[src/rtl/rst_sequencer.sv]
// Power-up / camera reset sequencer: waits for a stable PLL lock, then steps the OV7670 PWDN and RESET pins
// and finally releases sys_rst. Define RST_SEQ_LOSS_CNT_EN to build the saturating lock-loss event counter.
module rst_sequencer #(
  parameter int unsigned LOCK_STABLE_CYCLES = 1024,
  parameter int unsigned CAM_RST_CYCLES     = 50000,
  parameter int unsigned CAM_WAKE_CYCLES    = 50000
) (
  input  logic       clk,
  input  logic       rst,
  input  logic       pll_locked,
  input  logic       sw_restart,
  output logic       sys_rst,
  output logic       cam_pwdn,
  output logic       cam_rst_n,
  output logic       ready,
  output logic [7:0] lock_loss_cnt
);

  localparam int unsigned MAX_A  = (LOCK_STABLE_CYCLES > CAM_RST_CYCLES) ? LOCK_STABLE_CYCLES : CAM_RST_CYCLES;
  localparam int unsigned MAX_N  = (MAX_A > CAM_WAKE_CYCLES) ? MAX_A : CAM_WAKE_CYCLES;
  localparam int unsigned CW     = ($clog2(MAX_N + 1) > 20) ? $clog2(MAX_N + 1) : 20;
  localparam logic [CW-1:0] LIM_STABLE = CW'(LOCK_STABLE_CYCLES - 1);
  localparam logic [CW-1:0] LIM_RST    = CW'(CAM_RST_CYCLES - 1);
  localparam logic [CW-1:0] LIM_WAKE   = CW'(CAM_WAKE_CYCLES - 1);

  typedef enum logic [2:0] {WAIT_LOCK, STABLE, CAM_RST, CAM_WAKE, RUN} state_t;

  logic          r_sync1, r_lock_s;
  state_t        r_state, w_next;
  logic [CW-1:0] r_cnt;
  logic          w_sys_rst, w_cam_pwdn, w_cam_rst_n, w_ready;
  logic          r_sys_rst, r_cam_pwdn, r_cam_rst_n, r_ready;

  always_ff @(posedge clk) begin
    if (rst) begin
      r_sync1  <= 1'b0;
      r_lock_s <= 1'b0;
    end else begin
      r_sync1  <= pll_locked;
      r_lock_s <= r_sync1;
    end
  end

  // Counter restarts on every state change and only runs in the timed states.
  always_ff @(posedge clk) begin
    if (rst) begin
      r_state <= WAIT_LOCK;
      r_cnt   <= '0;
    end else begin
      r_state <= w_next;
      if (w_next != r_state)
        r_cnt <= '0;
      else if (r_state == STABLE || r_state == CAM_RST || r_state == CAM_WAKE)
        r_cnt <= r_cnt + 1'b1;
    end
  end

  always_comb begin
    w_next = r_state;
    if (r_state != WAIT_LOCK && !r_lock_s) begin
      w_next = WAIT_LOCK;
    end else begin
      case (r_state)
        WAIT_LOCK: if (r_lock_s)            w_next = STABLE;
        STABLE:    if (r_cnt == LIM_STABLE) w_next = CAM_RST;
        CAM_RST:   if (r_cnt == LIM_RST)    w_next = CAM_WAKE;
        CAM_WAKE:  if (r_cnt == LIM_WAKE)   w_next = RUN;
        RUN:       if (sw_restart)          w_next = CAM_RST;
        default:                            w_next = WAIT_LOCK;
      endcase
    end
  end

  // Decoded from the next state so the registered pins move on the same edge as the state.
  always_comb begin
    w_sys_rst   = 1'b1;
    w_cam_pwdn  = 1'b1;
    w_cam_rst_n = 1'b0;
    w_ready     = 1'b0;
    case (w_next)
      CAM_RST: begin
        w_cam_pwdn = 1'b0;
      end
      CAM_WAKE: begin
        w_cam_pwdn  = 1'b0;
        w_cam_rst_n = 1'b1;
      end
      RUN: begin
        w_sys_rst   = 1'b0;
        w_cam_pwdn  = 1'b0;
        w_cam_rst_n = 1'b1;
        w_ready     = 1'b1;
      end
      default: ;
    endcase
  end

  always_ff @(posedge clk) begin
    if (rst) begin
      r_sys_rst   <= 1'b1;
      r_cam_pwdn  <= 1'b1;
      r_cam_rst_n <= 1'b0;
      r_ready     <= 1'b0;
    end else begin
      r_sys_rst   <= w_sys_rst;
      r_cam_pwdn  <= w_cam_pwdn;
      r_cam_rst_n <= w_cam_rst_n;
      r_ready     <= w_ready;
    end
  end

  assign sys_rst   = r_sys_rst;
  assign cam_pwdn  = r_cam_pwdn;
  assign cam_rst_n = r_cam_rst_n;
  assign ready     = r_ready;

`ifdef RST_SEQ_LOSS_CNT_EN
  logic       w_lock_loss;
  logic [7:0] r_loss_cnt;

  assign w_lock_loss = (r_state != WAIT_LOCK) && !r_lock_s;

  always_ff @(posedge clk) begin
    if (rst)
      r_loss_cnt <= '0;
    else if (w_lock_loss && r_loss_cnt != 8'hFF)
      r_loss_cnt <= r_loss_cnt + 8'd1;
  end

  assign lock_loss_cnt = r_loss_cnt;
`else
  assign lock_loss_cnt = '0;
`endif

endmodule

[config.mk]
export PLATFORM = sky130hd
export DESIGN_NAME = rst_sequencer
export DESIGN_NICKNAME = d
export VERILOG_FILES = /design/src/rtl/rst_sequencer.sv
export SDC_FILE = /design/constraint.sdc
export NUM_CORES = 1
export LEC_CHECK = 0
export BUFFER_PORTS_ARGS = -buffer_cell sky130_fd_sc_hd__buf_2
export CORE_ASPECT_RATIO = 0.9
export CORE_MARGIN = 1
export CORE_UTILIZATION = 58
export DETAILED_ROUTE_END_ITERATION = 10
export PLACE_DENSITY_LB_ADDON = 0.12
export SYNTH_ARGS = -nofsm -noshare
export SYNTH_HDL_FRONTEND = slang
export SYNTH_SLANG_ARGS = --single-unit
[constraint.sdc]
create_clock -name clk -period 2.8 [get_ports clk]
set_input_delay 0.42 -clock clk [delete_from_list [all_inputs] [get_ports clk]]
set_output_delay 0.42 -clock clk [all_outputs]
set_load 0.01 [all_outputs]
==> impl_metrics.yaml, run 1 <==
yosys:
  synth_largest_area_cell: "dfxtp_1"
  syn-mean-instance-area_um2: 9.367
  main_synth_ff_type: "dfxtp_1"
  combined_area_of_all_synthesized_cells_um2: 1677
  postSynth.asyncResetShare_pct: 0
  ys_ff_latch: 29
  area_contributors_post_synth: "dfxtp_1, nor3_2, xnor2_1, xor2_1, buf_4"
  postSynthCellCount: 179
  synth_enable_flop_cells: 0
  yosys_warnings: 0
  yosys.cell_types.count: 52
  netlist.area_leader.share_pct: 34.63
  ys_seq_area_share_pct: 34.63
timing:
  slew_headroom_pct: 60.75
  setup_viol_count_final: 0
  final_hold_viol_count: 0
  slew_violations: 0
  worst_clock_skew_ns: 0.008591
  layout_worst_path_cycle_share_pct: 83.13
  setup_total_negative_slack_ns: 0
  max_clock_freq_mhz: 429.6
  setup_slack_ns: 0.4724
  unrepaired_setup_endpoints_after_global_routing: "no"
  finalCriticalPeriod_ns: 2.328
  tightest_pin_transition_ns: 0.5833
cts:
  tritoncts.num_buffers: 5
  cts_repair_resizes: 0
  cts_num_sinks: 29
  clkLatencyLatePin_ns: 0.32
  clock_path_buffers: 2
  cts_setup_buffers: 0
  cts_tree: "built"
  cts.htree.levels: 2
  cts-hold-fix-buffers: 0
  worst_setup_hold_path_clk_slew_ns: 0.09
  clock-root-buffer: "clkbuf_4"
finish:
  multiInputGateArea_um2: 958.4
  drive_gt1_share_pct: 26.63
  layout-area-overhead-vs-synth_pct: 2.388
  fillers: 255
  antenna_cells_inserted: 0
  post-route-util_pct: 62.48
  final_net_count: 189
  sequential_cell_area_um2: 580.6
power_and_ir_drop:
  cellInternalPower_uw: 542.9
  sw_frac_of_total_pct: 22.82
  power.density_cell_area_nw_per_um2: 409.8
  p_seq_share_pct: 59.2
  vdd_ir_drop_max_mv: 0.2617
  pwr-share-comb_pct: 5.2
  net-switching-power_uw: 160.5
  power.leakage_uw: 0.0005903
  clock_power_share_pct: 35.6
worst_setup_path:
  rrSetupSlack_ns: 0.47
  worst_setup_path_start_kind: "flop"
  crit-reg2reg-launch: "r_cnt[12]"
  setup_crit_start: "r_cnt[12]"
  critical_path_peak_fanout: 20
  ff2ff_path_depth: 6
  worst_ep_required_time_ns: 3.00
  worst_ep_arrival_time_ns: 2.53
  critical_path_endpoint_category: "flop"
  worstSetupEndpoint: "r_cnt[6]"
  r2r_end: "r_cnt[6]"
  critPathKind: "flop to flop"
routing:
  drt-met1-wl_um: 1438
  routed-via-count: 1221
  routed-wl-met2_um: 1340
  met3_wirelength_um: 132
  routed_wirelength_um: 2951
  drt_pre_antenna_iters: 4
  highest_signal_layer: "met4"
  remaining_drc_errors: 0
  avgRoutedWirePerCell_um: 13.17
  drtIter0Drc: 41
  final_antenna_net_count: 0
  avgViaCountPerCell: 5.451
outcome:
  run_status: "finished clean"
floorplan:
  chipWidth_um: 58.68
  die_h_um: 53.01
  ioPinCount: 16
  area_of_the_core_um2: 2748
  die_area_um2: 3110
  initial_utilization_pct: 61.02
  floorplan.rows: 18
grt:
  vias_in_the_first_global_route: 1135
  pin_count_of_the_biggest_net_entering_global_routing: 21
  antenna_violations_before_repair: 0
  total_congestion_overflow: 0
  grt_first_pass_wirelength_um: 4995
  grt_usage_pct: 22.28
placed_design:
  io_buffers: 7
  gp_routability_congestion: 0.8159
  dp_hpwl_um: 2166
  pre_cts_slack_ns: 0.5064
flow_run:
  drv.max_cap_violation_count: 0
min_path:
  worstHoldStart: "rst"
  min_path_type: "input port to flop"
worst min path at each step:
stage | endpoint | cells past startpoint
after floorplan | r_lock_s | 1
after global placement | r_lock_s | 1
after detailed placement | r_lock_s | 1
after CTS | r_sync1 | 2
after global routing | r_sync1 | 2
final | r_lock_s | 2
area by class of cell:
cell class | count | share of cell area, %
flip-flops and latches | 29 | 33.82
multi-input cells | 133 | 55.83
well taps | 40 | 2.915
inverters | 6 | 1.312
repair buffers | 9 | 2.915
clock buffers | 7 | 3.207
flip-flops by register name, summed over array words and instances (netlist names):
signal / cells
cam_pwdn: 1
r_sync1: 1
r_cnt: 20
cam_rst_n: 1
ready: 1
r_state: 3
sys_rst: 1
r_lock_s: 1
synth_stat cells (2+ instances only):
master / count
nor4_1: 4
xnor2_1: 10
nor3_1: 6
buf_2: 2
xor2_1: 9
nand2b_1: 2
clkbuf_8: 2
nor3_2: 20
nor2b_1: 5
buf_6: 2
and3_1: 2
buf_4: 8
a21oi_1: 2
clkbuf_2: 2
nor2_1: 7
inv_1: 6
nand2_1: 9
o21ai_1: 3
nand3_1: 8
or2_2: 2
nand3b_1: 2
or2b_2: 2
dfxtp_1: 29
nand4_1: 7
per-layer routing:
layer	up-vias	GRT usage, %
li1	625	-
met1	563	27.72
met2	27	34.67
met5	-	0
met4	0	9.127
met3	6	8.313
cells by family after synthesis:
kind of cell | Yosys count | share of synthesized area (%)
compound gates | 19 | 8.583
xor+xnor | 19 | 9.925
fa+ha+maj | 1 | 0.7461
buf+inv | 24 | 10.00
flops | 29 | 34.63
mux | 1 | 0.5970
other cells | 1 | 0.2237
simple gates | 85 | 35.30
layout by cell type, fill, tap and decap left out, types with 3 or more instances in the layout:
cell / count
buf_2: 7
nand4_1: 7
xnor2_1: 10
o21ai_1: 3
nor2b_1: 5
inv_1: 6
dfxtp_1: 29
clkbuf_4: 5
nor3_2: 20
xor2_1: 9
nand2_1: 9
nand3_1: 8
nor2_1: 7
nor3_1: 6
nor4_1: 4
conb_1: 8
stage by stage:
stage / cells / total power [uW] / hold WS [ns] / area (um2)
final: 224 / 703.4 / 0.3087 / 1717
after global routing: 224 / 736.2 / 0.2909 / 1717
after CTS: 224 / 714.9 / 0.2967 / 1717
after detailed placement: 217 / 463.6 / 0.4418 / 1662
after global placement: 217 / 463.0 / 0.4232 / 1662
after floorplan: 186 / 466.0 / 0.4138 / 1703
power groups by stage:
stage	clock [uW]	combinational [uW]	sequential [uW]
2_1_floorplan	0	40.8	425
5_1_grt	278	40.5	417
3_3_place_gp	0	36.5	426
3_5_place_dp	0	37.0	427
4_1_cts	261	37.1	417
6_report	250	36.6	417
worst max-delay path, stage by stage, from the launching register on:
cell      delay (ns)
dfxtp_1         0.34
or4_4           0.55
nor4_4          0.50
a221oi_1        0.19
a32oi_2         0.19
buf_4           0.34
nor3_2          0.09
Power figures use the tool's default switching activity.
==> run 2: changes to the inputs <==
Settings changed: CORE_UTILIZATION 58 to 52.
Clock period 2.8 ns to 2 ns, I/O delays scaled along.
==> run 2 against run 1 <==
Against the previous run: the run now ends with negative setup slack left; die area up 11%; wire length up 21%; hold slack worse by 0.14 ns.
==> impl_metrics.yaml, run 2 (synthesized netlist as in run 1, its figures left out) <==
grt:
  grt_first_pass_wirelength_um: 5464
  antenna_violations_before_repair: 0
  vias_in_the_first_global_route: 1214
  total_congestion_overflow: 0
  pin_count_of_the_biggest_net_entering_global_routing: 21
  grt_usage_pct: 22.00
worst_setup_path:
  worst_setup_path_start_kind: "flop"
  crit_buf_inv: 3
  top_delay_family_on_crit_path: "simple AND/OR/NAND/NOR gates"
  critPathKind: "flop to flop"
  critical_path_endpoint_category: "flop"
  crit_path_cell_trace: "or4_4 > nor4_4 > buf_4 > a221oi_2 > a32oi_2 > buf_6 > buf_12 > nor3_2"
  worst_path_max_delay_cell: "or4_4"
  worst_ep_required_time_ns: 2.23
  critical_path_peak_fanout: 10
  worst_ep_arrival_time_ns: 2.33
  timing.critical_path.slowest_cell_delay_ns: 0.55
power_and_ir_drop:
  net-switching-power_uw: 250.2
  sw_frac_of_total_pct: 24.40
  clock_power_share_pct: 35.7
  cellInternalPower_uw: 775.3
  p_seq_share_pct: 56.9
  pwr-share-comb_pct: 7.4
  power.leakage_uw: 0.0007180
  vdd_ir_drop_max_mv: 0.3233
  power.density_cell_area_nw_per_um2: 521.7
routing:
  avgViaCountPerCell: 5.606
  avgRoutedWirePerCell_um: 14.50
  remaining_drc_errors: 0
  drt_pre_antenna_iters: 4
  routed-via-count: 1379
  final_antenna_net_count: 0
  drtIter0Drc: 64
  routed_wirelength_um: 3568
cts:
  cts.htree.levels: 2
  tritoncts.num_buffers: 5
  cts_tree: "built"
  clock-root-buffer: "clkbuf_4"
  clkLatencyLatePin_ns: 0.33
  worst_setup_hold_path_clk_slew_ns: 0.09
  cts-hold-fix-buffers: 0
  clock_path_buffers: 2
  cts_num_sinks: 29
floorplan:
  ioPinCount: 16
  floorplan.rows: 19
  initial_utilization_pct: 54.67
  area_of_the_core_um2: 3067
  die_h_um: 55.87
  die_area_um2: 3456
  chipWidth_um: 61.86
timing:
  layout_worst_path_cycle_share_pct: 105.1
  setup_slack_ns: -0.1018
  unrepaired_setup_endpoints_after_global_routing: "yes"
  worst_clock_skew_ns: 0.006876
  finalCriticalPeriod_ns: 2.102
  setup_viol_count_final: 21
  final_hold_viol_count: 0
  slew_violations: 0
  max_clock_freq_mhz: 475.8
finish:
  layout-area-overhead-vs-synth_pct: 17.24
  antenna_cells_inserted: 0
  registers.top_by_ff_count: "r_cnt"
  drive_gt1_share_pct: 37.75
  final_net_count: 209
  final_common_cell: "dfxtp_1"
  reg.largest.list: "r_cnt x20, r_state x3"
  largest_register_ff_count: 20
  layout.cells.non_filler: 246
  top_library_cells_by_usage_in_the_layout_fill_and_taps_aside: "dfxtp_1, nor3_2, buf_4"
placed_design:
  gp_routability_congestion: 0.8304
  pre_cts_slack_ns: 0.003374
  dp_hpwl_um: 2407
  io_buffers: 7
  number_of_instances_in_the_placed_design: 234
outcome:
  run_status: "finished with violations"
  failed_checks: "negative setup slack"
min_path:
  min_path_type: "input port to flop"
flow_run:
  drv.max_cap_violation_count: 0
## run 2: timing repair
action,in CTS,in global routing
buffers inserted,0,3
pin swaps,0,8
setup endpoints to repair,21,23
gates resized for setup,1,8
cloned,0,2
## run 2: routing by layer
metal  vias to the layer above  wire length [um]  global-route usage [%]
li1                        672                 -                       -
met1                       660              1628                   29.82
met2                        37              1701                   32.87
met3                        10               157                   4.186
met4                         0                80                   10.79
met5                         -                 0                       0
## run 2: area by class of cell
class	count	area (um2)
well taps	42	52.55
clock buffers	7	55.05
flip-flops and latches	29	585.6
repair buffers	29	250.2
inverters	6	22.52
multi-input cells	133	999.7
fillers	260	1101
## run 2: final timing paths
| check | start | endpoint | slack (ns) | cells after the start |
|---|---|---|---|---|
| max | r_cnt[16] | r_cnt[8] | -0.10 | 8 |
| min | pll_locked | r_sync1 | 0.17 | 2 |
| max reg2reg | r_cnt[16] | r_cnt[8] | -0.10 | 8 |
| min reg2reg | r_sync1 | r_lock_s | 0.45 | 1 |
## run 2: power groups by stage
| stage | clock network [uW] | registers (uW) | logic [uW] |
|---|---|---|---|
| CTS | 375 | 583 | 61.9 |
| global placement | 0 | 596 | 60.1 |
| global route | 404 | 584 | 81.8 |
| finish | 366 | 583 | 76.0 |
| floorplan | 0 | 595 | 57.7 |
| detailed placement | 0 | 597 | 61.3 |
## run 2: per-stage QoR
stage | area (um2) | hold WS, ns | TNS [ns] | total power, uW | utilization [%]
2_1_floorplan | 1714 | 0.3716 | 0 | 653.0 | -
3_3_place_gp | 1813 | 0.4241 | 0 | 656.6 | 59.12
3_5_place_dp | 1813 | 0.4337 | 0 | 658.1 | 59.12
4_1_cts | 1874 | 0.1657 | -0.1942 | 1020 | 61.12
5_1_grt | 1966 | 0.1705 | -3.246 | 1070 | 64.10
6_report | 1966 | 0.1689 | -1.760 | 1025 | 64.10
==> run 3: changes to the inputs <==
Settings changed: GPL_TIMING_DRIVEN set to 0.
==> run 3 against run 2 <==
Against the previous run: the run still ends with negative setup slack left; wire length fell by 7.8%; final cell count fell by 0.41%; cell area fell by 3.5%; maximum frequency rose by 0.53%; first-iteration DRC count rose by 39%; clock skew rose by 0.0052 ns; utilization fell by 2.2 points; via count fell by 2.8%; sequential power barely moved; combinational power fell by 5.9%; clock-buffer cell count fell by 2; largest cell class unchanged.
==> impl_metrics.yaml, run 3 (synthesized netlist as in run 1, its figures left out) <==
timing:
  slew_headroom_pct: 65.61
  slew_violations: 0
  setup_slack_ns: -0.09065
  final_hold_viol_count: 0
  finalCriticalPeriod_ns: 2.091
  unrepaired_setup_endpoints_after_global_routing: "yes"
  setup_viol_count_final: 20
  tightest_pin_transition_ns: 0.5111
  worst_clock_skew_ns: 0.01212
  max_clock_freq_mhz: 478.3
  layout_worst_path_cycle_share_pct: 104.5
cts:
  clock_path_buffers: 2
  tritoncts.num_buffers: 5
  cts_num_sinks: 29
  clkLatencyLatePin_ns: 0.34
  cts-hold-fix-buffers: 0
  cts_tree: "built"
  worst_setup_hold_path_clk_slew_ns: 0.09
  cts.htree.levels: 2
  clock-root-buffer: "clkbuf_4"
outcome:
  failed_checks: "negative setup slack"
  run_status: "finished with violations"
finish:
  top_library_cells_by_usage_in_the_layout_fill_and_taps_aside: "dfxtp_1, nor3_2, xnor2_1, buf_4"
  final_common_cell: "dfxtp_1"
  antenna_cells_inserted: 0
  multiInputGateArea_um2: 983.4
  registers.top_by_ff_count: "r_cnt"
  final_net_count: 207
  sequential_cell_area_um2: 583.1
  largest_register_ff_count: 20
  layout.cells.non_filler: 245
  reg.largest.list: "r_cnt x20, r_state x3"
  fillers: 268
  layout-area-overhead-vs-synth_pct: 13.13
  drive_gt1_share_pct: 36.45
  fin_area_um2: 1897
floorplan:
  ioPinCount: 16
  die_h_um: 55.87
  chipWidth_um: 61.86
  initial_utilization_pct: 54.67
  die_area_um2: 3456
  area_of_the_core_um2: 3067
  floorplan.rows: 19
grt:
  total_congestion_overflow: 0
  antenna_violations_before_repair: 0
  grt_first_pass_wirelength_um: 5623
  pin_count_of_the_biggest_net_entering_global_routing: 11
  vias_in_the_first_global_route: 1257
  grt_usage_pct: 22.64
flow_run:
  drv.max_cap_violation_count: 0
routing:
  avgRoutedWirePerCell_um: 13.42
  routed_wirelength_um: 3289
  drt_pre_antenna_iters: 4
  remaining_drc_errors: 0
  avgViaCountPerCell: 5.473
  routed-via-count: 1341
  drtIter0Drc: 89
  final_antenna_net_count: 0
placed_design:
  io_buffers: 7
  number_of_instances_in_the_placed_design: 235
  placed_area_um2: 1802
  dp_hpwl_um: 2312
  gp_routability_congestion: 0.8769
min_path:
  min_path_type: "input port to flop"
power_and_ir_drop:
  power.leakage_uw: 0.0006895
  vdd_ir_drop_max_mv: 0.4201
  power.density_cell_area_nw_per_um2: 528.2
worst_setup_path:
  r2r_end: "r_cnt[4]"
  critical_path_peak_fanout: 10
  critical_path_endpoint_category: "flop"
  ff2ff_path_depth: 7
  worst_setup_path_start_kind: "flop"
  worstSetupEndpoint: "r_cnt[4]"
  setup_crit_start: "r_cnt[12]"
  worst_ep_arrival_time_ns: 2.35
  crit-reg2reg-launch: "r_cnt[12]"
  critPathKind: "flop to flop"
  rrSetupSlack_ns: -0.09
  worst_ep_required_time_ns: 2.26
==> run 3: cell type report <==
type	count	share of cell area, %
timing repair buffer	9	2.639
multi-input combinational	133	51.85
sequential	29	30.74
clock inverter	3	0.9235
buffer	18	7.916
tap	42	2.770
clock buffer	5	1.979
inverter	6	1.187
==> run 3: metal layers <==
metal,wire length (um),track usage [%],vias to the layer above
li1,-,-,666
met1,1510,29.30,619
met2,1491,32.72,47
met3,197,6.279,9
met4,90,13.65,0
met5,0,0,-
==> run 3: power breakdown <==
group | switching [uW] | leakage [uW] | internal (uW)
Clock | 216 | 0.0000310 | 132
Combinational | 41.9 | 0.000423 | 29.6
Sequential | 2.59 | 0.000235 | 580
Total | 260 | 0.000690 | 742
==> run 3: worst min-delay path by stage <==
stage                    start        to  cells past startpoint
global route               rst  r_lock_s                      2
finish              pll_locked   r_sync1                      2
detailed placement     r_sync1  r_lock_s                      1
CTS                        rst  r_lock_s                      2
floorplan                  rst  r_lock_s                      1
global placement       r_sync1  r_lock_s                      1
==> run 3: repair_timing <==
| action | 4_1_cts | 5_1_grt |
|---|---|---|
| pin swaps | 1 | 0 |
| buffers inserted | 2 | 0 |
| gates cloned | 0 | 0 |
| resized for setup | 3 | 3 |
| setup endpoints to repair | 21 | 22 |
==> run 3: critical path, cell delays in order, from the launching register on <==
cell and delay (ns):
dfxtp_2 0.34, or4_4 0.55, nor4_4 0.26, buf_4 0.18, a31o_2 0.18, a32oi_2 0.13, buf_6 0.18, nor3_2 0.19
==> run 3: stage by stage <==
| stage | util [%] | setup WS (ns) | TNS (ns) | hold WS [ns] | power [uW] |
|---|---|---|---|---|---|
| global route | 61.85 | -0.1863 | -3.469 | 0.1845 | 1041 |
| finish | 61.85 | -0.09065 | -1.543 | 0.1774 | 1002 |
| floorplan | - | 0.0009026 | 0 | 0.3716 | 653.0 |
| CTS | 61.49 | -0.08476 | -1.504 | 0.1732 | 1007 |
| global placement | 58.75 | -0.1636 | -3.159 | 0.4270 | 664.2 |
| detailed placement | 58.75 | -0.2436 | -4.674 | 0.4363 | 665.5 |
